==> config.mk <==
export PLATFORM = sky130hd
export DESIGN_NAME = dpll_phase_filter
export DESIGN_NICKNAME = d
export VERILOG_FILES = /design/src/rtl/dpll_phase_filter.sv
export SDC_FILE = /design/constraint.sdc
export NUM_CORES = 1
export LEC_CHECK = 0
export ABC_AREA = 1
export CAP_MARGIN = 20
export CORE_MARGIN = 1
export CORE_UTILIZATION = 50
export CTS_CLUSTER_DIAMETER = 60
export DETAILED_ROUTE_END_ITERATION = 10
export GPL_TIMING_DRIVEN = 0
export PLACE_DENSITY = 0.7
export SYNTH_ARGS = -nofsm -noshare
export SYNTH_HDL_FRONTEND = slang
export SYNTH_SLANG_ARGS = --single-unit
==> constraint.sdc <==
create_clock -name clk_i -period 1.5 [get_ports clk_i]
set_clock_uncertainty 0.1 [all_clocks]
set_input_delay 0.3 -clock clk_i [delete_from_list [all_inputs] [get_ports clk_i]]
set_output_delay 0.3 -clock clk_i [all_outputs]
set_load 0.05 [all_outputs]
==> src/rtl/dpll_phase_filter.sv <==
// dpll_phase_filter
//   Front end of the DPLL reversive counter. A sequential phase detector pairs
//   rising edges of the reference and DCO feedback, producing one lead/lag vote
//   per pairing. A random-walk filter accumulates the votes and emits a single
//   increment/decrement pulse once K_LIMIT net votes of one sign are collected.
//   A lock flag tracks runs of in-phase pairings.
//
// Ports
//   clk_i        in   single clock, posedge
//   reset_i      in   synchronous, active-high reset
//   enable_i     in   1 = run, 0 = detector/filter/lock held idle
//   ref_i        in   reference, asynchronous to clk_i (2-FF synchronized)
//   fb_i         in   DCO feedback, synchronous to clk_i
//   increment_o  out  1-cycle pulse, feedback lags -> counter +1
//   decrement_o  out  1-cycle pulse, feedback leads -> counter -1
//   lock_o       out  loop locked
module dpll_phase_filter #(
    parameter int K_LIMIT    = 8,
    parameter int WIN_WIDTH  = 8,
    parameter int LOCK_COUNT = 16
) (
    input  logic clk_i,
    input  logic reset_i,
    input  logic enable_i,
    input  logic ref_i,
    input  logic fb_i,
    output logic increment_o,
    output logic decrement_o,
    output logic lock_o
);

    // One extra bit so +/-(K_LIMIT-1) fits in two's complement.
    localparam int RW_W = $clog2(K_LIMIT) + 1;
    localparam int LC_W = $clog2(LOCK_COUNT + 1);

    localparam logic [WIN_WIDTH-1:0]   WIN_MAX = '1;
    localparam logic signed [RW_W-1:0] RW_ONE  = RW_W'(1);
    localparam logic signed [RW_W-1:0] RW_POS  = RW_W'(K_LIMIT - 1);
    localparam logic signed [RW_W-1:0] RW_NEG  = RW_W'(1 - K_LIMIT);
    localparam logic [LC_W-1:0]        LC_MAX  = LC_W'(LOCK_COUNT);

    typedef enum logic [1:0] {
        IDLE,
        WAIT_FB,
        WAIT_REF
    } state_e;

    logic ref_s1_q, ref_s1_d;
    logic ref_s2_q, ref_s2_d;
    logic ref_s3_q, ref_s3_d;
    logic fb_q, fb_d;

    state_e                 state_q, state_d;
    logic [WIN_WIDTH-1:0]   win_q, win_d;
    logic                   vote_up_q, vote_up_d;
    logic                   vote_dn_q, vote_dn_d;
    logic                   good_q, good_d;
    logic signed [RW_W-1:0] rw_q, rw_d;
    logic                   inc_q, inc_d;
    logic                   dec_q, dec_d;
    logic [LC_W-1:0]        lock_cnt_q, lock_cnt_d;
    logic                   lock_q, lock_d;

    logic ref_rise;
    logic fb_rise;

    always_comb begin
        // Synchronizer and edge registers run regardless of enable_i so that
        // re-enabling never sees a stale edge.
        ref_s1_d = ref_i;
        ref_s2_d = ref_s1_q;
        ref_s3_d = ref_s2_q;
        fb_d     = fb_i;
        ref_rise = ref_s2_q & ~ref_s3_q;
        fb_rise  = fb_i & ~fb_q;

        // Phase detector
        state_d   = state_q;
        win_d     = win_q;
        vote_up_d = 1'b0;
        vote_dn_d = 1'b0;
        good_d    = 1'b0;
        case (state_q)
            IDLE: begin
                if (ref_rise && fb_rise) begin
                    good_d = 1'b1;
                end else if (ref_rise) begin
                    state_d = WAIT_FB;
                    win_d   = '0;
                end else if (fb_rise) begin
                    state_d = WAIT_REF;
                    win_d   = '0;
                end
            end
            WAIT_FB: begin
                if (fb_rise) begin
                    vote_up_d = 1'b1;
                    good_d    = (win_q == '0);
                    // A coincident new reference edge opens the next pairing.
                    if (ref_rise) win_d = '0;
                    else          state_d = IDLE;
                end else if (ref_rise) begin
                    vote_up_d = 1'b1;       // feedback edge missed
                    win_d     = '0;
                end else if (win_q == WIN_MAX) begin
                    vote_up_d = 1'b1;       // timeout
                    state_d   = IDLE;
                end else begin
                    win_d = win_q + 1'b1;
                end
            end
            WAIT_REF: begin
                if (ref_rise) begin
                    vote_dn_d = 1'b1;
                    good_d    = (win_q == '0);
                    if (fb_rise) win_d = '0;
                    else         state_d = IDLE;
                end else if (fb_rise) begin
                    vote_dn_d = 1'b1;
                    win_d     = '0;
                end else if (win_q == WIN_MAX) begin
                    vote_dn_d = 1'b1;
                    state_d   = IDLE;
                end else begin
                    win_d = win_q + 1'b1;
                end
            end
            default: begin
                state_d = IDLE;
                win_d   = '0;
            end
        endcase

        // Random walk, fed by the registered votes
        rw_d  = rw_q;
        inc_d = 1'b0;
        dec_d = 1'b0;
        if (vote_up_q) begin
            if (rw_q == RW_POS) begin
                inc_d = 1'b1;
                rw_d  = '0;
            end else begin
                rw_d = rw_q + RW_ONE;
            end
        end else if (vote_dn_q) begin
            if (rw_q == RW_NEG) begin
                dec_d = 1'b1;
                rw_d  = '0;
            end else begin
                rw_d = rw_q - RW_ONE;
            end
        end

        // Lock: a good pairing counts up (saturating), any other vote clears.
        lock_cnt_d = lock_cnt_q;
        lock_d     = lock_q;
        if (good_q) begin
            if (lock_cnt_q != LC_MAX) lock_cnt_d = lock_cnt_q + 1'b1;
            lock_d = (lock_cnt_d == LC_MAX);
        end else if (vote_up_q || vote_dn_q) begin
            lock_cnt_d = '0;
            lock_d     = 1'b0;
        end

        if (!enable_i) begin
            state_d    = IDLE;
            win_d      = '0;
            vote_up_d  = 1'b0;
            vote_dn_d  = 1'b0;
            good_d     = 1'b0;
            rw_d       = '0;
            inc_d      = 1'b0;
            dec_d      = 1'b0;
            lock_cnt_d = '0;
            lock_d     = 1'b0;
        end
    end

    always_ff @(posedge clk_i) begin
        if (reset_i) begin
            ref_s1_q   <= 1'b0;
            ref_s2_q   <= 1'b0;
            ref_s3_q   <= 1'b0;
            fb_q       <= 1'b0;
            state_q    <= IDLE;
            win_q      <= '0;
            vote_up_q  <= 1'b0;
            vote_dn_q  <= 1'b0;
            good_q     <= 1'b0;
            rw_q       <= '0;
            inc_q      <= 1'b0;
            dec_q      <= 1'b0;
            lock_cnt_q <= '0;
            lock_q     <= 1'b0;
        end else begin
            ref_s1_q   <= ref_s1_d;
            ref_s2_q   <= ref_s2_d;
            ref_s3_q   <= ref_s3_d;
            fb_q       <= fb_d;
            state_q    <= state_d;
            win_q      <= win_d;
            vote_up_q  <= vote_up_d;
            vote_dn_q  <= vote_dn_d;
            good_q     <= good_d;
            rw_q       <= rw_d;
            inc_q      <= inc_d;
            dec_q      <= dec_d;
            lock_cnt_q <= lock_cnt_d;
            lock_q     <= lock_d;
        end
    end

    assign increment_o = inc_q;
    assign decrement_o = dec_q;
    assign lock_o      = lock_q;

endmodule

==> impl_metrics.toml <==
[layout]
diodes = 0
layout_commonest_cell = "nand2_1"
area_growth_pct = 28.8
fin_area_um2 = 2350
fin_nets = 304
layout-drive-gt1-share_pct = 31.5
final_cell_mix = "nand2_1 (65), inv_1 (31), nand3_1 (22), dfxtp_1 (18), nor2_1 (15)"

[power]
p_sw_share_pct = 29.4
p_int_mw = 1.04
pwr-share-seq_pct = 53.1
power_density_nw_per_um2 = 627
power_leakage_nw = 0.954
combPwrFrac_pct = 15.6
power.switching_mw = 0.434
ir_drop_mv = 0.435
clkPwrFrac_pct = 31.3

[grt]
grt_antenna_before_repair = 0
grt_use_total_pct = 21.8
grt_max_degree = 11
grt_pass1_wl_mm = 6.68
grt_pass1_vias = 1567
grt-ovfl-total = 0

[floorplan]
dieWidth_um = 62.4
io_pins = 8
row_count = 21
start_util_pct = 53.5
core_area_um2 = 3420
dieArea_um2 = 3900
die_y_um = 62.4

[yosys]
netlist_instances = 267
synth_top_area_cell = "dfxtp_1"
synth_area_um2 = 1830
synth_cell_type_count = 28
synth_edf_count = 0
synthArstFlopShare_pct = 0
ys_seq_elements = 29
syn-num-nets = 283
syn_avg_cell_area_um2 = 6.84
synth_top_area_share_pct = 31.8
synth_flop_cell = "dfxtp_1"
yosysSeqAreaShare_pct = 31.8
synth-warning-count = 0
ys_top_cells_by_area = "dfxtp_1 (32%), nand2_1 (14%), inv_1 (7.6%)"

[route]
antenna_left = 0
vias = 1720
route.detailed.drc = 0
drt-total-wl_mm = 4.12
drt_pass1_iterations = 5
drt-vias-per-instance = 5.13
wl_per_cell_um = 12.3
drtIter0Drc = 144

[timing]
fmax_mhz = 667
hold_violations = 0
setup_violations = 0
period_share_pct = 99.9
finalCriticalPeriod_ps = 1500
worst_pin_slew_ps = 293
holdWs_ps = 226
slew_viol_final = 0
relSlewSlack_pct = 80.5
rsz0062_at_grt = "true"

[critical_path]
r2r-end = "win_q[1]"
crit_type = "reg -> reg"
crit_path_start_kind = "flip-flop"
endpoint = "win_q[1]"
path_max_fanout = 4
required_ps = 1620
crit_slowest_cell = "dfxtp_4"
crit_start = "state_q[1]"
worstReg2RegStart = "state_q[1]"
crit_path_frequent_cell = "nand2_1"
end_kind = "flip-flop"
ff2ff_setup_slack_ps = 1
cp.arrival_ps = 1620
max_stage_delay_ps = 380
reg2reg_depth = 11
worstPathCellList = "inv_2 > ha_4 > inv_6 > buf_6 > nor2_4 > nor2_4 > nand2_1 > nand2_1 > nand2_1 > nand2_1 > a21oi_2"

[hold_path]
hp-class = "in -> reg"

[placed_design]
place_congestion = 0.843
placed_area_um2 = 1960
io_buffers = 7
dp_hpwl_mm = 2.74

[status]
status = "finished clean"

[run]
max_cap_violations = 0

[clock_tree]
clk_latency_ps = 330
tritoncts = "built"
hold_buffers = 0
ctsLongestPathBuffers = 2
cts_max_level = 2
clk_pin_slew_ps = 100
ctsRootBufferMaster = "clkbuf_4"
cts_made_buffers = 5
clkSinkCount = 29
## cells in the mapped netlist, drive strengths merged, types with 2 or more instances
library cell and n:
nand2 77, inv 40, nor2 31, dfxtp 29
nand3 28, a21oi 20, ha 11, nor3 10
o21ai 7, xor2 3, a31oi 2, clkbuf 2
o22ai 2
## how the worst min path moves through the flow
| stage | start | to | slack, ps | depth (start not counted) |
|---|---|---|---|---|
| 6_report | fb_i | fb_q | 230 | 3 |
| 5_1_grt | fb_i | fb_q | 220 | 3 |
| 4_1_cts | ref_s1_q | ref_s2_q | 310 | 2 |
| 3_5_place_dp | ref_s1_q | ref_s2_q | 300 | 2 |
| 3_3_place_gp | ref_s1_q | ref_s2_q | 290 | 2 |
| 2_1_floorplan | reset_i | ref_s1_q | 270 | 1 |
## metal layers
layer / global-route usage, % / routed length (µm) / vias to the layer above
li1: - / - / 903
met3: 6.57 / 177 / 4
met5: 0 / 0 / -
met2: 36.0 / 2070 / 40
met4: 9.30 / 48 / 0
met1: 26.1 / 1820 / 773
## kinds of logic after synthesis
| logic type | Yosys count | share of synthesized area (%) |
|---|---|---|
| DFF | 29 | 31.8 |
| buffers and inverters | 42 | 8.63 |
| and+or+nand+nor | 147 | 39.4 |
| xor gates and xnor gates | 4 | 1.92 |
| adders and majority gates | 11 | 7.53 |
| AOI/OAI and AO/OA | 34 | 10.8 |
## sequential cells by signal (all words and copies together), names as in the netlist, 2 cells and up
register / cells
lock_cnt_q: 5
rw_q: 4
state_q: 2
win_q: 8
## what timing repair did
item,4_1_cts,5_1_grt
buffers inserted,2,5
pin swaps,5,22
gates resized for setup,34,54
endpoints found under the setup margin,23,21
## power groups by stage
stage | Clock (mW) | Combinational (mW) | Sequential (mW)
after global placement | 0 | 0.165 | 0.805
after floorplan | 0 | 0.125 | 0.803
after CTS | 0.483 | 0.182 | 0.787
after global routing | 0.529 | 0.250 | 0.786
after detailed placement | 0 | 0.166 | 0.805
final | 0.462 | 0.230 | 0.784
## through the flow
stage	instances	total power, mW	setup WS, ps	utilization [%]	TNS, ps
final	335	1.48	1.15	68.9	0
after CTS	330	1.45	-27.8	61.7	-29.5
after floorplan	267	0.928	11.3	-	0
after global placement	320	0.970	-450	57.4	-8660
after detailed placement	320	0.971	-460	57.4	-9020
after global routing	335	1.57	-93.5	68.9	-654
## area by class of cell
cell class | count | area (µm²)
Timing Repair Buffer | 14 | 133
Fill cell | 284 | 1060
Sequential cell | 29 | 604
Inverter | 40 | 160
Multi-Input combinational cell | 196 | 1340
Buffer | 2 | 10.0
Tap cell | 46 | 57.6
Clock buffer | 6 | 41.3
Clock inverter | 2 | 10.0
## worst max-delay path: cells and delay by family (launching register included)
| family | cells | cell delay (ps) |
|---|---|---|
| and+or+nand+nor | 6 | 480 |
| buffers and inverters | 3 | 230 |
| adders and majority gates | 1 | 170 |
| AOI/OAI and AO/OA | 1 | 50 |
| DFF | 1 | 380 |
(Power assumes the default switching activity.)
